===== src/rtl/lock_water_ctrl.sv =====
// lock_water_ctrl
// Water-level sequencer for the lock chamber. A single-cycle fill/drain request
// taken in IDLE starts a timed ramp of the chamber level, one unit every
// STEP_CYCLES clocks. The ramp is interlocked against both door-closed lines:
// a door opening mid-ramp freezes the level and parks the block in FAULT until
// fault_clr is given with both doors closed.
//
// Ports
//   clk         system clock, rising edge
//   rst         synchronous active-high reset
//   fill_req    fill request (sampled in IDLE only)
//   drain_req   drain request (sampled in IDLE only)
//   in_closed   inner door closed
//   out_closed  outer door closed
//   fault_clr   leave FAULT (needs both doors closed)
//   level       registered chamber level, 0..LEVEL_MAX
//   full/empty  decodes of level
//   busy        FILLING or DRAINING
//   done        one-cycle pulse on ramp completion
//   fault       in FAULT
//
// state    | meaning
// IDLE     | waiting for a request
// FILLING  | level ramping up
// DRAINING | level ramping down
// FAULT    | door opened mid-ramp, level frozen
module lock_water_ctrl #(
  parameter int LEVEL_MAX   = 8,
  parameter int STEP_CYCLES = 4,
  parameter int LEVEL_W     = 4
) (
  input  logic               clk,
  input  logic               rst,
  input  logic               fill_req,
  input  logic               drain_req,
  input  logic               in_closed,
  input  logic               out_closed,
  input  logic               fault_clr,
  output logic [LEVEL_W-1:0] level,
  output logic               full,
  output logic               empty,
  output logic               busy,
  output logic               done,
  output logic               fault
);

  localparam int PW = (STEP_CYCLES > 1) ? $clog2(STEP_CYCLES) : 1;
  localparam logic [PW-1:0]      PRESC_LAST = PW'(STEP_CYCLES - 1);
  localparam logic [LEVEL_W-1:0] LVL_MAX    = LEVEL_W'(LEVEL_MAX);
  localparam logic [LEVEL_W-1:0] LVL_ONE    = LEVEL_W'(1);

  typedef enum logic [1:0] {IDLE, FILLING, DRAINING, FAULT} state_t;

  state_t             state_q, state_d;
  logic [LEVEL_W-1:0] level_q, level_d;
  logic [PW-1:0]      presc_q, presc_d;
  logic               done_q, done_d;
  logic               doors_ok;

  assign doors_ok = in_closed & out_closed;

  always_ff @(posedge clk) begin
    if (rst) begin
      state_q <= IDLE;
      level_q <= '0;
      presc_q <= '0;
      done_q  <= 1'b0;
    end else begin
      state_q <= state_d;
      level_q <= level_d;
      presc_q <= presc_d;
      done_q  <= done_d;
    end
  end

  always_comb begin
    state_d = state_q;
    level_d = level_q;
    presc_d = presc_q;
    done_d  = 1'b0;
    case (state_q)
      IDLE: begin
        // Prescaler held at 0 here so every ramp starts from a clean count.
        presc_d = '0;
        if (fill_req && !drain_req && doors_ok && (level_q < LVL_MAX))
          state_d = FILLING;
        else if (drain_req && !fill_req && doors_ok && (level_q != '0))
          state_d = DRAINING;
      end
      FILLING, DRAINING: begin
        if (!doors_ok) begin
          // Interlock wins over a step falling on the same edge.
          state_d = FAULT;
          presc_d = '0;
        end else if (presc_q == PRESC_LAST) begin
          presc_d = '0;
          if (state_q == FILLING) begin
            if (level_q < LVL_MAX) level_d = level_q + LVL_ONE;
            if (level_q >= LVL_MAX - LVL_ONE) begin
              state_d = IDLE;
              done_d  = 1'b1;
            end
          end else begin
            if (level_q != '0) level_d = level_q - LVL_ONE;
            if (level_q <= LVL_ONE) begin
              state_d = IDLE;
              done_d  = 1'b1;
            end
          end
        end else begin
          presc_d = presc_q + PW'(1);
        end
      end
      FAULT: begin
        presc_d = '0;
        if (fault_clr && doors_ok) state_d = IDLE;
      end
      default: state_d = IDLE;
    endcase
  end

  assign level = level_q;
  assign full  = (level_q == LVL_MAX);
  assign empty = (level_q == '0);
  assign busy  = (state_q == FILLING) || (state_q == DRAINING);
  assign fault = (state_q == FAULT);
  assign done  = done_q;

endmodule


===== config.mk =====
export PLATFORM = sky130hd
export DESIGN_NAME = lock_water_ctrl
export DESIGN_NICKNAME = d
export VERILOG_FILES = /design/src/rtl/lock_water_ctrl.sv
export SDC_FILE = /design/constraint.sdc
export NUM_CORES = 1
export LEC_CHECK = 0
export BUFFER_PORTS_ARGS = -buffer_cell sky130_fd_sc_hd__buf_4
export CAP_MARGIN = 20
export CORE_UTILIZATION = 40
export DETAILED_ROUTE_END_ITERATION = 8
export PLACE_DENSITY = 0.7
export SYNTH_ARGS = -nofsm -noshare
export SYNTH_HDL_FRONTEND = slang
export SYNTH_SLANG_ARGS = --single-unit
export TNS_END_PERCENT = 100

===== constraint.sdc =====
create_clock -name clk -period 5.64 [get_ports clk]
set_clock_uncertainty 0.2 [all_clocks]
set_input_delay 0.564 -clock clk [delete_from_list [all_inputs] [get_ports clk]]
set_output_delay 0.564 -clock clk [all_outputs]
set_load 0.01 [all_outputs]

* Word-level counts from Yosys, hierarchy flattened
Cells that the tools add are included.
** Operators by class
- Add/sub/neg operators :: 3
- Equal/unequal tests :: 11
- Magnitude comparators :: 3
- Mux-type cells :: 18
- Bitwise operators :: 4
- Reduce and logical (&&, ||, !) cells :: 19
** Operators by type and width (number)
- 2-bit 2-to-1 mux :: 10
- 4-bit 2-to-1 mux :: 3
- 5-bit AND reduction :: 2
- 4-bit inequality test, second input constant :: 2
- 1-bit logical AND :: 7
- 2-bit equality test, second input constant :: 3
- 3-bit inequality test, second input constant :: 2
- 2-bit case mux with 3 select lines :: 1
- 4-bit by 1-bit adder with 4-bit output, second input constant :: 1
- 4-bit equality test, second input constant :: 1
- 4-bit by 3-bit greater-or-equal comparator with 1-bit output, second input constant :: 1
- 4-bit by 1-bit <= comparator with 1-bit output, second input constant :: 1
- 4-bit logical NOT :: 1
- 4-bit less-than comparator, second input constant :: 1
- 2-bit case mux with 2 select lines :: 1
- 4-bit nonzero test :: 1
- 2-bit OR reduction :: 2
- 4-bit OR reduction :: 1
- 4-bit by 1-bit subtractor with 4-bit output, second input constant :: 1
- 1-bit 2-to-1 mux :: 3
- 1-bit inverter :: 3
- 2-bit by 1-bit adder with 2-bit output, second input constant :: 1
- 2-bit by 1-bit equality test with 1-bit output, second input constant :: 1
- 1-bit logical NOT :: 2
- other kinds (6) :: 6
** Word-level totals
- Flip-flop bits (word level) :: 9
- Output and inout port bits :: 9
- Bits of input ports :: 7
- Logic and storage cells :: 62

* Depth between registers and ports, before layout
Gate-level depths: netlist (run 1).
- Depth in word-level cells :: 7
- Depth in mapped cells :: 8
- Depth with buffers taken out :: 7

* Worst setup path before layout (run 1)
Ideal clock, no wire load.
- Path kind :: reg2reg
- From :: reg state_q[0]
- To :: reg level_q[2], in the netlist level[2]
- Path buffers :: 0
- Stages on the path, launching flop included :: 7
- Slack :: 3.705 ns
- Period minus slack after synthesis :: 1.935 ns
- Data arrival time :: 1.665 ns
- Setup time :: 0.070 ns
- Required time :: 5.370 ns
- Path through :: dfxtp_1 > inv_1 > ha_1 > and3_1 > o2111ai_4 > or3_1 > a21oi_1
** On the way
- Longest elaborated chain between the ends :: 3
- Elaborated cells on any way between the ends :: 7
- Classes of those cells :: eq/ne: 3; mux: 1; reduce/logical: 3
** Ends and longest elaborated chain
- from (decl) :: line 54 : state_t state_q, state_d;
- from (signal assigned) :: line 69 : state_q <= state_d;
- 2-bit by 1-bit equality test with 1-bit output / 2-bit equality test (equally long branches) :: line 81, 97
- 2-bit inequality test (no source line), or another cell as far along
- 5-bit AND reduction (no source line)
- to (signal assigned) :: line 70 : level_q <= level_d;
- to (decl) :: line 55 : logic [LEVEL_W-1:0] level_q, level_d;
Several ways; a longest one is shown, not always the timed one.
A chain may end at the register's enable or synchronous reset.

* Worst setup path after layout (run 1)
- From :: reg level_q[0], in the netlist level[0]
- To :: out empty
** On the way
- Longest elaborated chain between the ends :: 1
** Ends and longest elaborated chain
- 4-bit logical NOT :: line 124 : assign empty = (level_q == '0);
- to (decl) :: line 41 : output logic empty,
No other way between the ends.

==> run summary, run 1 <==
The number of failing hold endpoints at the final stage was 0. The number of H-tree levels came out at 1. The tools report the total number of clock tree sinks as 9. The aggregate global-route resource usage was 0.177; the area of the die was 1880 um^2. The checks that failed: design-rule violations. The flow ran to the end, but the final reports show violations. The logs give 467 um^2 for the multi-input gate area in the final layout and 0.440 for the initial standard-cell utilization of the core. In this run, CTS created clock tree buffers numbering 3.

The Yosys step of the flow raised 0 warnings. The number of placement rows is 14. The run gives 0 as the number of pins with negative max-slew slack in the final report. After detailed routing, the number of vias per cell comes to 5.61. Yosys mapped the design onto 34 distinct sky130hd cell types. 16 I/O pins were placed. The worst-margin pin slew was 0.352 ns; the final standard cell count with taps included and fillers excluded was 107. For the summed instance area of the synthesized netlist, the log shows 686 um^2. STA puts the critical path data arrival time at 1.51 ns.

In the synthesized netlist, the number of instances is 74. The placed instance count was 103; the global-route wire length before repair was 2.44 mm. Across the run, the number of max-cap violations was 0. For this run the aggregate overflow at the end of global routing stands at 0. The share of post-route cells with drive strength above 1 was 0.297. The highest net fanout along the worst path is 6, and the total power is 0.231 mW.

The final layout contains routed wiring with a total length of 1.39 mm. The run gives 0 as the remaining antenna violation count. The hold path startpoint was presc_q[0]. The tools report the maximum clock rate as 440 MHz.

The logs give 0 for the number of failing setup endpoints in the final timing report and 10 for the violation count after the first detailed-routing iteration. For the worst setup path, the data required time is 4.88 ns. The clock slew seen by the registers of the worst setup and hold paths came out at 0.06 ns. The final period demand of the worst path is 2.27 ns. The tools report the startpoint type of the worst setup path as a flip-flop. The worst register-to-register path begins at state_q[0]. The final sum of negative setup slack was 0 ns. The logs give 0 for the count of instances resized after the clock tree is built and 0.263 for the portion of the post-synthesis area used by sequential elements. The critical path is of the reg -> out type. In this run the horizontal extent of the chip is 43.4 um. After the last flow step, the layout net total stands at 108. The cell count of the worst hold path is 1. The min-delay analysis places its worst path in the category reg -> reg.

The logs give 1560 um^2 for the placeable core region and 0.930 for the routability-driven placement congestion ratio. The worst register-to-register path ends at level[2]. The leakage power figure came out at 0.353 nW.

The area overhead of the layout relative to synthesis was 21.4%. The number of antenna violations at the first check in global routing is 0, and the vertical die dimension is 43.4 um. Walking the worst path, the cells encountered are inv_1, ha_1, or3b_4, inv_1, buf_4. Buffers placed on the I/O ports in this run total 15. The run gives 0.765 as the tightest slew margin relative to the limit. The post-synthesis area per instance came out at 9.27 um^2. The tools report the number of global-route vias before repair as 551. The post-detailed-route DRC marker count was 5.

The core occupancy in the finished layout came out at 0.534. On the worst path, the slowest cell contributes a delay of 0.42 ns. The critical path starts at level[0]. Setup repair after global routing left no endpoint under its margin.

The placed instances occupy a cell area of 806 um^2. The most frequent cell on the critical path is inv_1. After clock tree synthesis, the flow added hold-fix buffers numbering 0.

The number of buffers on the longest clock path is 2. The tools report the endpoint class of the critical path as a primary output. TritonCTS built the clock tree. For the total nets after synthesis, the log shows 90.

Summed over all nets, the half-perimeter wirelength after detailed placement is 1.12 mm. Entering global routing, the biggest net connects 10 pins. The repair_antennas step left the layout with diodes totalling 0.

Registers take 180 um^2. The slowest stage cell on the critical path is or3b_4. The detailed router placed 600 vias in this run. The cell count of the worst reg-to-reg path is 6, and the buffer count from post-CTS setup fixing is 0.

Clock tree synthesis selected as its root buffer the cell clkbuf_4. Before antenna repair, the detailed router went through 6 iterations. Clock latency on the worst-skew pair, taken at its later pin, is 0.25 ns.

The flop and latch count out of synthesis was 9. After routing the design area is 832 um^2. The critical path ends at empty.

The post-route clock period utilization is 0.403, and the setup slack of the most critical reg-to-reg path is 3.60 ns. The count of filler cells inserted in the layout came out at 154. IR analysis of the VDD net gives a maximum drop of 0.000133 V. The total power divided by cell area came out at 277 nW/um^2.

The post-detailed-route wirelength per cell was 13.0 um.
[through the flow]
stage	hold slack [ns]	setup slack (ns)
6_report	0.236	3.37
5_1_grt	0.266	3.24
4_1_cts	0.242	3.34
3_5_place_dp	0.233	3.61
3_3_place_gp	0.219	3.65
2_1_floorplan	0.205	3.71
[per-layer routing]
layer,vias up,global-route usage,routed length [um]
met2,17,0.303,718
met1,282,0.211,591
li1,299,-,-
met5,-,0,0
met4,0,0.0375,8
met3,2,0.0667,68
[how the worst min path moves through the flow]
stage,end
detailed placement,presc_q[0]
finish,presc_q[0]
floorplan,presc_q[0]
CTS,presc_q[0]
global placement,presc_q[0]
global route,presc_q[0]
[cells in the mapped netlist]
cell | number | area (um^2)
dfxtp_1 | 9 | 180
ha_1 | 9 | 113
inv_1 | 7 | 26.3
a21oi_1 | 5 | 25.0
nor2_1 | 5 | 18.8
nand2_1 | 3 | 11.3
mux2i_1 | 2 | 20.0
nand2b_1 | 2 | 12.5
nand3_1 | 2 | 10.0
nand4_1 | 2 | 12.5
nor3_1 | 2 | 10.0
o21ai_2 | 2 | 17.5
or4_1 | 2 | 15.0
xnor2_1 | 2 | 17.5
a311o_1 | 1 | 10.0
a311oi_2 | 1 | 15.0
a31oi_1 | 1 | 6.26
a31oi_4 | 1 | 21.3
and2_1 | 1 | 6.26
and3_1 | 1 | 6.26
and3_4 | 1 | 11.3
and3b_2 | 1 | 10.0
buf_2 | 1 | 5.00
buf_4 | 1 | 7.51
nand3b_1 | 1 | 7.51
nor3b_2 | 1 | 12.5
nor4b_1 | 1 | 8.76
o2111ai_4 | 1 | 26.3
o21ai_0 | 1 | 5.00
o21ai_1 | 1 | 5.00
or2_1 | 1 | 6.26
or3_1 | 1 | 6.26
or3b_4 | 1 | 11.3
xor2_1 | 1 | 8.76
[flip-flops by register name, summed over array words and instances, names as in the netlist]
name	flops
done	1
level	4
presc_q	2
state_q	2
[power by group]
| part | switching [mW] | total, mW | internal, mW |
|---|---|---|---|
| logic | 0.0580 | 0.109 | 0.0507 |
| registers | 0.00487 | 0.0747 | 0.0698 |
| clock network | 0.0204 | 0.0475 | 0.0271 |
| total | 0.0832 | 0.231 | 0.148 |
[cell families after synthesis]
group | count (synthesis) | synth area share
flip-flops | 9 | 0.263
buffers and inverters | 9 | 0.0566
adder cells (fa/ha/maj) | 9 | 0.164
AND/OR/NAND/NOR | 28 | 0.257
XOR/XNOR | 3 | 0.0383
AO/OA/AOI/OAI | 14 | 0.192
multiplexers | 2 | 0.0292
[worst max-delay path, delay by kind of cell (launching register included)]
| family | cells | cell delay, ns |
|---|---|---|
| and+or+nand+nor | 1 | 0.42 |
| adders and majority gates | 1 | 0.17 |
| buffers and inverters | 3 | 0.31 |
| DFF | 1 | 0.36 |
[layout by cell type (no fill, tap or decap), types with 2 or more instances in the layout]
| cell type | instances |
|---|---|
| ha_1 | 9 |
| nor2_1 | 5 |
| nor3_1 | 2 |
| xnor2_1 | 2 |
| inv_1 | 7 |
| mux2i_1 | 2 |
| o21ai_2 | 2 |
| or4_1 | 2 |
| nand4_1 | 2 |
| dfxtp_1 | 9 |
| nand2b_1 | 2 |
| nand2_1 | 3 |
| nand3_1 | 2 |
| clkbuf_4 | 3 |
| buf_4 | 15 |
| a21oi_1 | 5 |
[cell type report]
class	count	area share
clock buffers	4	0.0316
well taps	16	0.0241
multi-input cells	56	0.561
repair buffers	15	0.135
inverters	7	0.0316
flip-flops and latches	9	0.217
Note: power is estimated with default switching activity, not from simulation.
==> inputs of run 2 (changes only) <==
--- a/config.mk
+++ b/config.mk
@@ -5,6 +5,7 @@
 export SDC_FILE = /design/constraint.sdc
 export NUM_CORES = 1
 export LEC_CHECK = 0
+export ABC_AREA = 1
 export BUFFER_PORTS_ARGS = -buffer_cell sky130_fd_sc_hd__buf_4
 export CAP_MARGIN = 20
 export CORE_UTILIZATION = 40
==> constraint.sdc (replaced) <==
create_clock -name clk -period 2.33 [get_ports clk]
set_clock_uncertainty 0.2 [all_clocks]
set_input_delay 0.233 -clock clk [delete_from_list [all_inputs] [get_ports clk]]
set_output_delay 0.233 -clock clk [all_outputs]
set_load 0.01 [all_outputs]
==> run summary, run 2 <==
The run finished with clean final reports. The switching power share of the total was 0.403 (+0.0430). The launch instance of the worst register-to-register path is state_q[1]. Power spent charging and discharging nets: 0.236 mW (+180%).

The required time reported for the critical path endpoint is 1.90 ns (-2.98 ns), and the total power divided by cell area is 652 nW/um^2 (+130%). Endpoint class of the critical path: a primary output. The count of instances resized after the clock tree is built was 0 (unchanged). The leakage power figure came out at 0.454 nW (+29%).

The clock slew seen by the registers of the worst setup and hold paths is 0.07 ns (about the same), and the setup slack of the most critical reg-to-reg path is 0.61 ns (-2.99 ns). Traced cell by cell, the critical path runs through inv_1, ha_1, nand3_4, inv_1, buf_4. The flop and latch count out of synthesis was 9 (unchanged); the total power was 0.585 mW (+150%). The tools report the internal power as 0.349 mW (+140%). Start-to-end type of the worst setup path: reg -> out. The logs give 0 (unchanged) for the number of failing setup endpoints in the final timing report and 0 (unchanged) for the number of failing hold endpoints at the final stage.

The async set-or-reset flop fraction in the synthesized netlist was 0 (unchanged); the post-route clock period utilization was 0.766. The run gives 0 ns (unchanged) as the final sum of negative setup slack. The tools report the post-detailed-route DRC marker count as 0 (-5). The portion of the post-synthesis area used by sequential elements is 0.244 (-0.0187), and the cell count of the worst reg-to-reg path is 9 (+3).

The routed length on met2 is 622 um (-13%), and the combinational power share is 0.480 (+0.009). The run gives 0 (unchanged) as the remaining antenna violation count. The total nets after synthesis is 120 (+33%), and the tightest slew margin relative to the limit is 0.759 (-0.00614). Number of buffers on the longest clock path: 2 (unchanged).

Initial standard-cell utilization of the core: 0.428 (-0.0123). The violation count after the first detailed-routing iteration is 8 (-2), and the proportion of netlist area held by the largest area contributor is 0.244 (-0.0187). The number of antenna violations at the first check in global routing was 0 (unchanged). The cell with the most instances after synthesis is nand2_1. The number of H-tree levels came out at 1 (unchanged).

The path type of the worst min-delay path is in -> reg. Worst setup path endpoint: empty. The number of standard cells after synthesis came out at 104 (+41%).

Broken down by cell family, the worst path's largest delay share belongs to flip-flops. The tools report the met1 layer wirelength in the final routing as 675 um (+14%). Sorting the synthesized cells by how often they occur yields nand2_1, inv_1, nor2_1. The highest metal layer carrying signal wires in the routed design is met3. The clock network latency to the later pin of the worst-skew pair was 0.26 ns (about the same); the summed instance area of the synthesized netlist was 738 um^2 (+7.7%).

The detailed placement HPWL is 1.14 mm (+1.6%). The total buffers and inverters traversed by the critical path is 3 (unchanged). Flip-flop count of the largest register, all copies and words added: 4 (unchanged). The number of pins with negative max-slew slack in the final report is 0 (unchanged). The run gives 9 (unchanged) as the total number of clock tree sinks. The CTS buffer count came out at 3 (unchanged).

Relative to the synthesized area, the layout overhead comes to 21.5%. The first-pass iteration count of the detailed router came out at 4 (-2). Number of placement rows: 15 (+1).

The routed via count divided by cell count works out to 4.50 (-20%). The slowest stage cell on the critical path is dfxtp_1. The number of synthesized flops with an enable pin came out at 0 (unchanged).

The vertical die dimension works out to 45.0 um (+3.6%). The biggest cell delay along the critical path is 0.42 ns (about the same). The peak supply drop was 0.000534 V (+300%). Setup repair after global routing left no endpoint under its margin. The share of post-route cells with drive strength above 1 is 0.279 (-0.0180), and the number of stages on the worst setup path is 5 (unchanged). The routability-driven placement congestion ratio was 0.790 (-15%). For this run, the leading register cell type out of synthesis is dfxtp_1. The sequential cell fraction of total power came out at 0.309 (-0.014). The arrival time of the worst setup path was 1.35 ns (-0.16 ns); the number of port buffers was 15 (unchanged). The logs give 0 (unchanged) for the buffer count from post-CTS setup fixing and 0 (unchanged) for the total global routing overflow.

The worst-margin pin slew was 0.361 ns (+0.00872 ns); the multi-input gate area in the final layout was 463 um^2 (-0.80%). The global-route wire length before repair was 2.21 mm (-9.3%). The tools report the count of filler cells inserted in the layout as 175 (+14%). The worst setup path startpoint was level[0]. The post-synthesis area per instance is 7.10 um^2 (-23%), and the layout net count is 139 (+29%). Horizontal extent of the die: 45.0 um (+3.6%). The highest net fanout along the worst path is 6 (unchanged), and the aggregate global-route resource usage is 0.147 (-0.0299). After layout, the minimum clock period comes to 1.79 ns. The post-synthesis cell type count is 23 (-32%), and the total number of vias is 662 (+10%). For the area of the die, the log shows 2020 um^2 (+7.3%). Total length of routed wires: 1.37 mm (-1.2%). The startpoint type of the worst setup path is a flip-flop. By area the synthesized netlist is led by dfxtp_1, ha_1, nand2_1. For the largest net degree at the start of global routing, the log shows 10 (unchanged).

The leading area contributor after synthesis was dfxtp_1. The maximum clock rate is 560 MHz. TritonCTS built the clock tree. I/O pin count: 16 (unchanged).

The total of warnings raised by yosys was 0 (unchanged); the number of global-route vias before repair was 552 (+0.18%). The amount of wire on met3 after detailed routing is 73 um (+7.4%). In this run the critical register-to-register path is captured at state_q[1]. Cell at the root of the clock tree: clkbuf_4.

In the layout the commonest cells are nand2_1, buf_4, inv_1, nor2_1. The power share of the clock group was 0.211 (+0.005). The antenna diode instance count was 0 (unchanged); the post-detailed-route wirelength per cell was 9.32 um (-28%). Among the stages of the critical path, the cell type that occurs most often is inv_1. The placeable core region came out at 1730 um^2 (+11%). The max-capacitance violation count was 0 (unchanged); the cts-stage hold buffer count was 1 (+1). The flip-flop and latch area is 180 um^2 (unchanged). Leaving out fill and tap cells, the most frequent cell in the layout is nand2_1.
[run 2: cell type report]
cell class / instances / area share
flip-flops and latches: 9 / 0.201
multi-input cells: 74 / 0.516
inverters: 19 / 0.0809
well taps: 25 / 0.0349
repair buffers: 16 / 0.137
clock inverters: 1 / 0.00558
clock buffers: 3 / 0.0251
[run 2: worst min path at each step]
stage	to	cells after the start	startpoint
final	done	5	out_closed
after floorplan	level[0]	1	rst
after CTS	done	5	out_closed
after global routing	done	5	out_closed
after global placement	presc_q[0]	1	presc_q[0]
after detailed placement	presc_q[0]	1	presc_q[0]
[run 2: metrics by stage]
stage | cells | utilization | hold slack [ns] | cell area (um^2) | setup WS, ns
6_report | 147 | 0.520 | 0.188 | 897 | 0.545
5_1_grt | 147 | 0.520 | 0.216 | 897 | 0.422
4_1_cts | 147 | 0.520 | 0.184 | 897 | 0.530
3_5_place_dp | 142 | 0.498 | 0.215 | 860 | 0.610
3_3_place_gp | 142 | 0.498 | 0.206 | 860 | 0.677
2_1_floorplan | 104 | - | 0.102 | 738 | 0.757
[run 2: power groups by stage]
| stage | registers [mW] | logic [mW] | clock network (mW) |
|---|---|---|---|
| after floorplan | 0.181 | 0.222 | 0 |
| after global placement | 0.183 | 0.277 | 0 |
| after detailed placement | 0.184 | 0.282 | 0 |
| after CTS | 0.180 | 0.283 | 0.129 |
| after global routing | 0.182 | 0.322 | 0.136 |
| final | 0.181 | 0.281 | 0.123 |
[run 2: per-layer routing]
metal	GRT usage	up-vias
met3	0.0480	0
met4	0.0182	0
met2	0.232	15
li1	-	360
met1	0.200	287
met5	0	-
[run 2: cell families after synthesis]
| family | count (synthesis) | share of synthesized area |
|---|---|---|
| flops | 9 | 0.244 |
| fa+ha+maj | 9 | 0.153 |
| simple gates | 53 | 0.358 |
| compound gates | 9 | 0.0814 |
| buf+inv | 21 | 0.129 |
| xor+xnor | 3 | 0.0356 |
[run 2: tightest hold or removal path, stage by stage]
cell and delay [ns]:
buf_4 0.12, nand3_1 0.08, inv_1 0.06, nand3_1 0.08
nor2_1 0.04
==> inputs of run 3 (changes only) <==
--- a/config.mk
+++ b/config.mk
@@ -10,7 +10,7 @@
 export CAP_MARGIN = 20
 export CORE_UTILIZATION = 40
 export DETAILED_ROUTE_END_ITERATION = 8
-export PLACE_DENSITY = 0.7
+export PLACE_DENSITY = 0.72
 export SYNTH_ARGS = -nofsm -noshare
 export SYNTH_HDL_FRONTEND = slang
 export SYNTH_SLANG_ARGS = --single-unit
==> constraint.sdc (replaced) <==
create_clock -name clk -period 1.5 [get_ports clk]
set_clock_uncertainty 0.2 [all_clocks]
set_input_delay 0.15 -clock clk [delete_from_list [all_inputs] [get_ports clk]]
set_output_delay 0.15 -clock clk [all_outputs]
set_load 0.01 [all_outputs]
==> run summary, run 3 (synthesis results as in run 2) <==
The run finished, with violations left. The checks that failed: negative setup slack. The routability-driven placement congestion ratio was 0.827 (+4.7%).

For the largest net degree at the start of global routing, the log shows 8 (-2). The worst-margin pin slew was 0.251 ns (-0.111 ns). The number of failing hold endpoints at the final stage came out at 0 (unchanged).

The highest net fanout along the worst path works out to 4 (-2). Clock network latency to the later pin of the worst-skew pair: 0.26 ns (about the same). Walking the worst path, the cells encountered are inv_4, buf_12, ha_4, nand3_2, inv_2, nand2_1, nand3_2, nand2_1, nand2_1, nor2_1.

In this run the critical register-to-register path is captured at state_q[1]. The tools report the I/O pin count as 16 (unchanged). The flip-flop count of the largest register, all copies and words added came out at 4 (unchanged).

The number of pins with negative max-slew slack in the final report came out at 0 (unchanged). Hold path startpoint: out_closed. The flip-flop and latch area is 185 um^2 (+2.8%).

The run gives 0.551 nW (+21%) as the leakage power figure. The post-route clock period utilization is 1.08, and the number of antenna violations at the first check in global routing is 0 (unchanged). The horizontal extent of the die was 45.0 um (unchanged). The vertical die dimension was 45.0 um (unchanged).

The area of the die came out at 2020 um^2 (unchanged). The number of port buffers is 15 (unchanged). The share of post-route cells with drive strength above 1 was 0.489 (+0.210). The top cell types in the final layout, fill and taps aside, are buf_4, nand2_1, nor2_1, inv_1. The largest individual stage delay along the critical path comes from the cell dfxtp_2. The post-detailed-route wirelength per cell was 11.7 um (+25%); the maximum clock rate was 619 MHz.

The violation count after the first detailed-routing iteration was 14 (+6); the biggest cell delay along the critical path was 0.35 ns (-0.07 ns). The run gives 1.45 ns (-0.45 ns) as the required time reported for the critical path endpoint. The run gives 1.46 mm (+28%) as the detailed placement HPWL. The tightest slew margin relative to the limit is 0.832 (+0.0734), and the cell count of the worst reg-to-reg path is 10 (+1). The hold path endpoint was done. The number of placement rows was 15 (unchanged). The critical path is of the reg -> reg type.

Total power divided by cell area: 1140 nW/um^2 (+75%). Setup repair after global routing could not meet its margin everywhere. For the global-route wire length before repair, the log shows 3.13 mm (+41%). The multi-input gate area in the final layout is 536 um^2 (+16%), and the total global routing overflow is 0 (unchanged). The smallest clock period supported by the final layout is computed as 1.62 ns. For the count of filler cells inserted in the layout, the log shows 158 (-9.7%). Total number of vias: 756 (+14%).

For the post-detailed-route DRC marker count, the log shows 0 (unchanged). The cell that appears most often on the critical path is nand2_1. The aggregate global-route resource usage is 0.214 (+0.0672). The run gives 0.428 (unchanged) as the initial standard-cell utilization of the core.

For the total number of clock tree sinks, the log shows 9 (unchanged). The routed via count divided by cell count works out to 4.67 (+3.6%). The number of failing setup endpoints in the final timing report is 8 (+8).

Launch instance of the worst register-to-register path: state_q[1]. The max-capacitance violation count was 0 (unchanged). For the total length of routed wires, the log shows 1.89 mm (+38%).

For the final standard cell count with taps included and fillers excluded, the log shows 162 (+10%). CTS buffer count: 3 (unchanged). The placeable core region came out at 1730 um^2 (unchanged). The worst setup path is launched from a flip-flop.

For the number of buffers on the longest clock path, the log shows 2 (unchanged). For the number of global-route vias before repair, the log shows 716 (+30%). The tools report the setup slack of the most critical reg-to-reg path as -0.12 ns (-0.73 ns). The placed instance count was 155 (+9.2%); the clock slew seen by the registers of the worst setup and hold paths was 0.06 ns (about the same). The antenna diode instance count is 0 (unchanged), and the number of H-tree levels is 1 (unchanged).

Post-placement worst setup slack: -0.181 ns (-0.792 ns). Layout net count: 154 (+11%). TritonCTS built the clock tree. The remaining antenna violation count came out at 0 (unchanged). Area overhead of the layout relative to synthesis: 50.5%. The tightest min-delay check is of the in -> reg type. The cell count of the worst hold path was 5 (unchanged); the peak supply drop was 0.000659 V (+23%). The root buffer cell chosen for the clock tree is clkbuf_4. The commonest non-fill, non-tap cell in the layout is buf_4. STA classifies the critical path endpoint as a flip-flop. For the least setup slack across all paths after layout, the log shows -0.117 ns (-0.661 ns). For the arrival time of the worst setup path, the log shows 1.57 ns (+0.22 ns). First-pass iteration count of the detailed router: 4 (unchanged).
## run 3: changes by cell type in the layout (fill, tap and decap cells not counted), moves of 3 or more
cell and change:
buf_4 +12, dfxtp_1 -4, dfxtp_2 +4, ha_1 -3
ha_4 +3, inv_1 -4
## run 3: worst max path at each step
stage | depth (start not counted) | endpoint | startpoint
6_report | 10 | state_q[1] | state_q[1]
3_5_place_dp | 9 | state_q[1] | state_q[1]
4_1_cts | 5 | busy | state_q[1]
3_3_place_gp | 8 | level[3] | state_q[1]
2_1_floorplan | 9 | level[3] | state_q[1]
5_1_grt | 9 | level[3] | state_q[1]
## run 3: through the flow
| step | cell area (um^2) | setup TNS (ns) | hold WS [ns] | util | total power, mW |
|---|---|---|---|---|---|
| 2_1_floorplan | 753 | -0.000161 | 0.0117 | - | 0.671 |
| 3_3_place_gp | 985 | -0.404 | 0.123 | 0.570 | 0.886 |
| 3_5_place_dp | 985 | -0.854 | 0.126 | 0.570 | 0.908 |
| 4_1_cts | 1090 | -0.614 | 0.0824 | 0.633 | 1.22 |
| 5_1_grt | 1110 | -1.36 | 0.114 | 0.643 | 1.35 |
| 6_report | 1110 | -0.681 | 0.0929 | 0.643 | 1.26 |
## run 3: critical path, delay by kind of cell, from the launching register on
family                     cells  cell delay, ns
and+or+nand+nor                6            0.43
buffers and inverters          3            0.24
DFF                            1            0.35
adders and majority gates      1            0.29
## run 3: power breakdown
group / switching [mW] / internal (mW) / total, mW
clock: 0.0872 / 0.103 / 0.190
combinational: 0.377 / 0.402 / 0.780
sequential: 0.0258 / 0.269 / 0.294
## run 3: cell type report
| cell class | count | area share |
|---|---|---|
| repair buffers | 31 | 0.230 |
| clock buffers | 4 | 0.0236 |
| well taps | 25 | 0.0282 |
| inverters | 19 | 0.0698 |
| multi-input cells | 74 | 0.482 |
| flip-flops and latches | 9 | 0.167 |
## run 3: repair_timing
action / 4_1_cts / 5_1_grt
endpoints found under the setup margin: 10 / 9
pin swaps: 5 / 3
cloned: 0 / 0
endpoints found under the hold margin: 2 / 0
hold buffers: 1 / 0
setup buffers: 2 / 0
gates resized for setup: 17 / 6
## run 3: metal layers
metal | GRT usage | vias up | share of wire
met5 | 0 | - | 0
li1 | - | 391 | -
met4 | 0.115 | 0 | 0.011
met1 | 0.279 | 353 | 0.45
met2 | 0.351 | 10 | 0.52
met3 | 0.0160 | 2 | 0.014
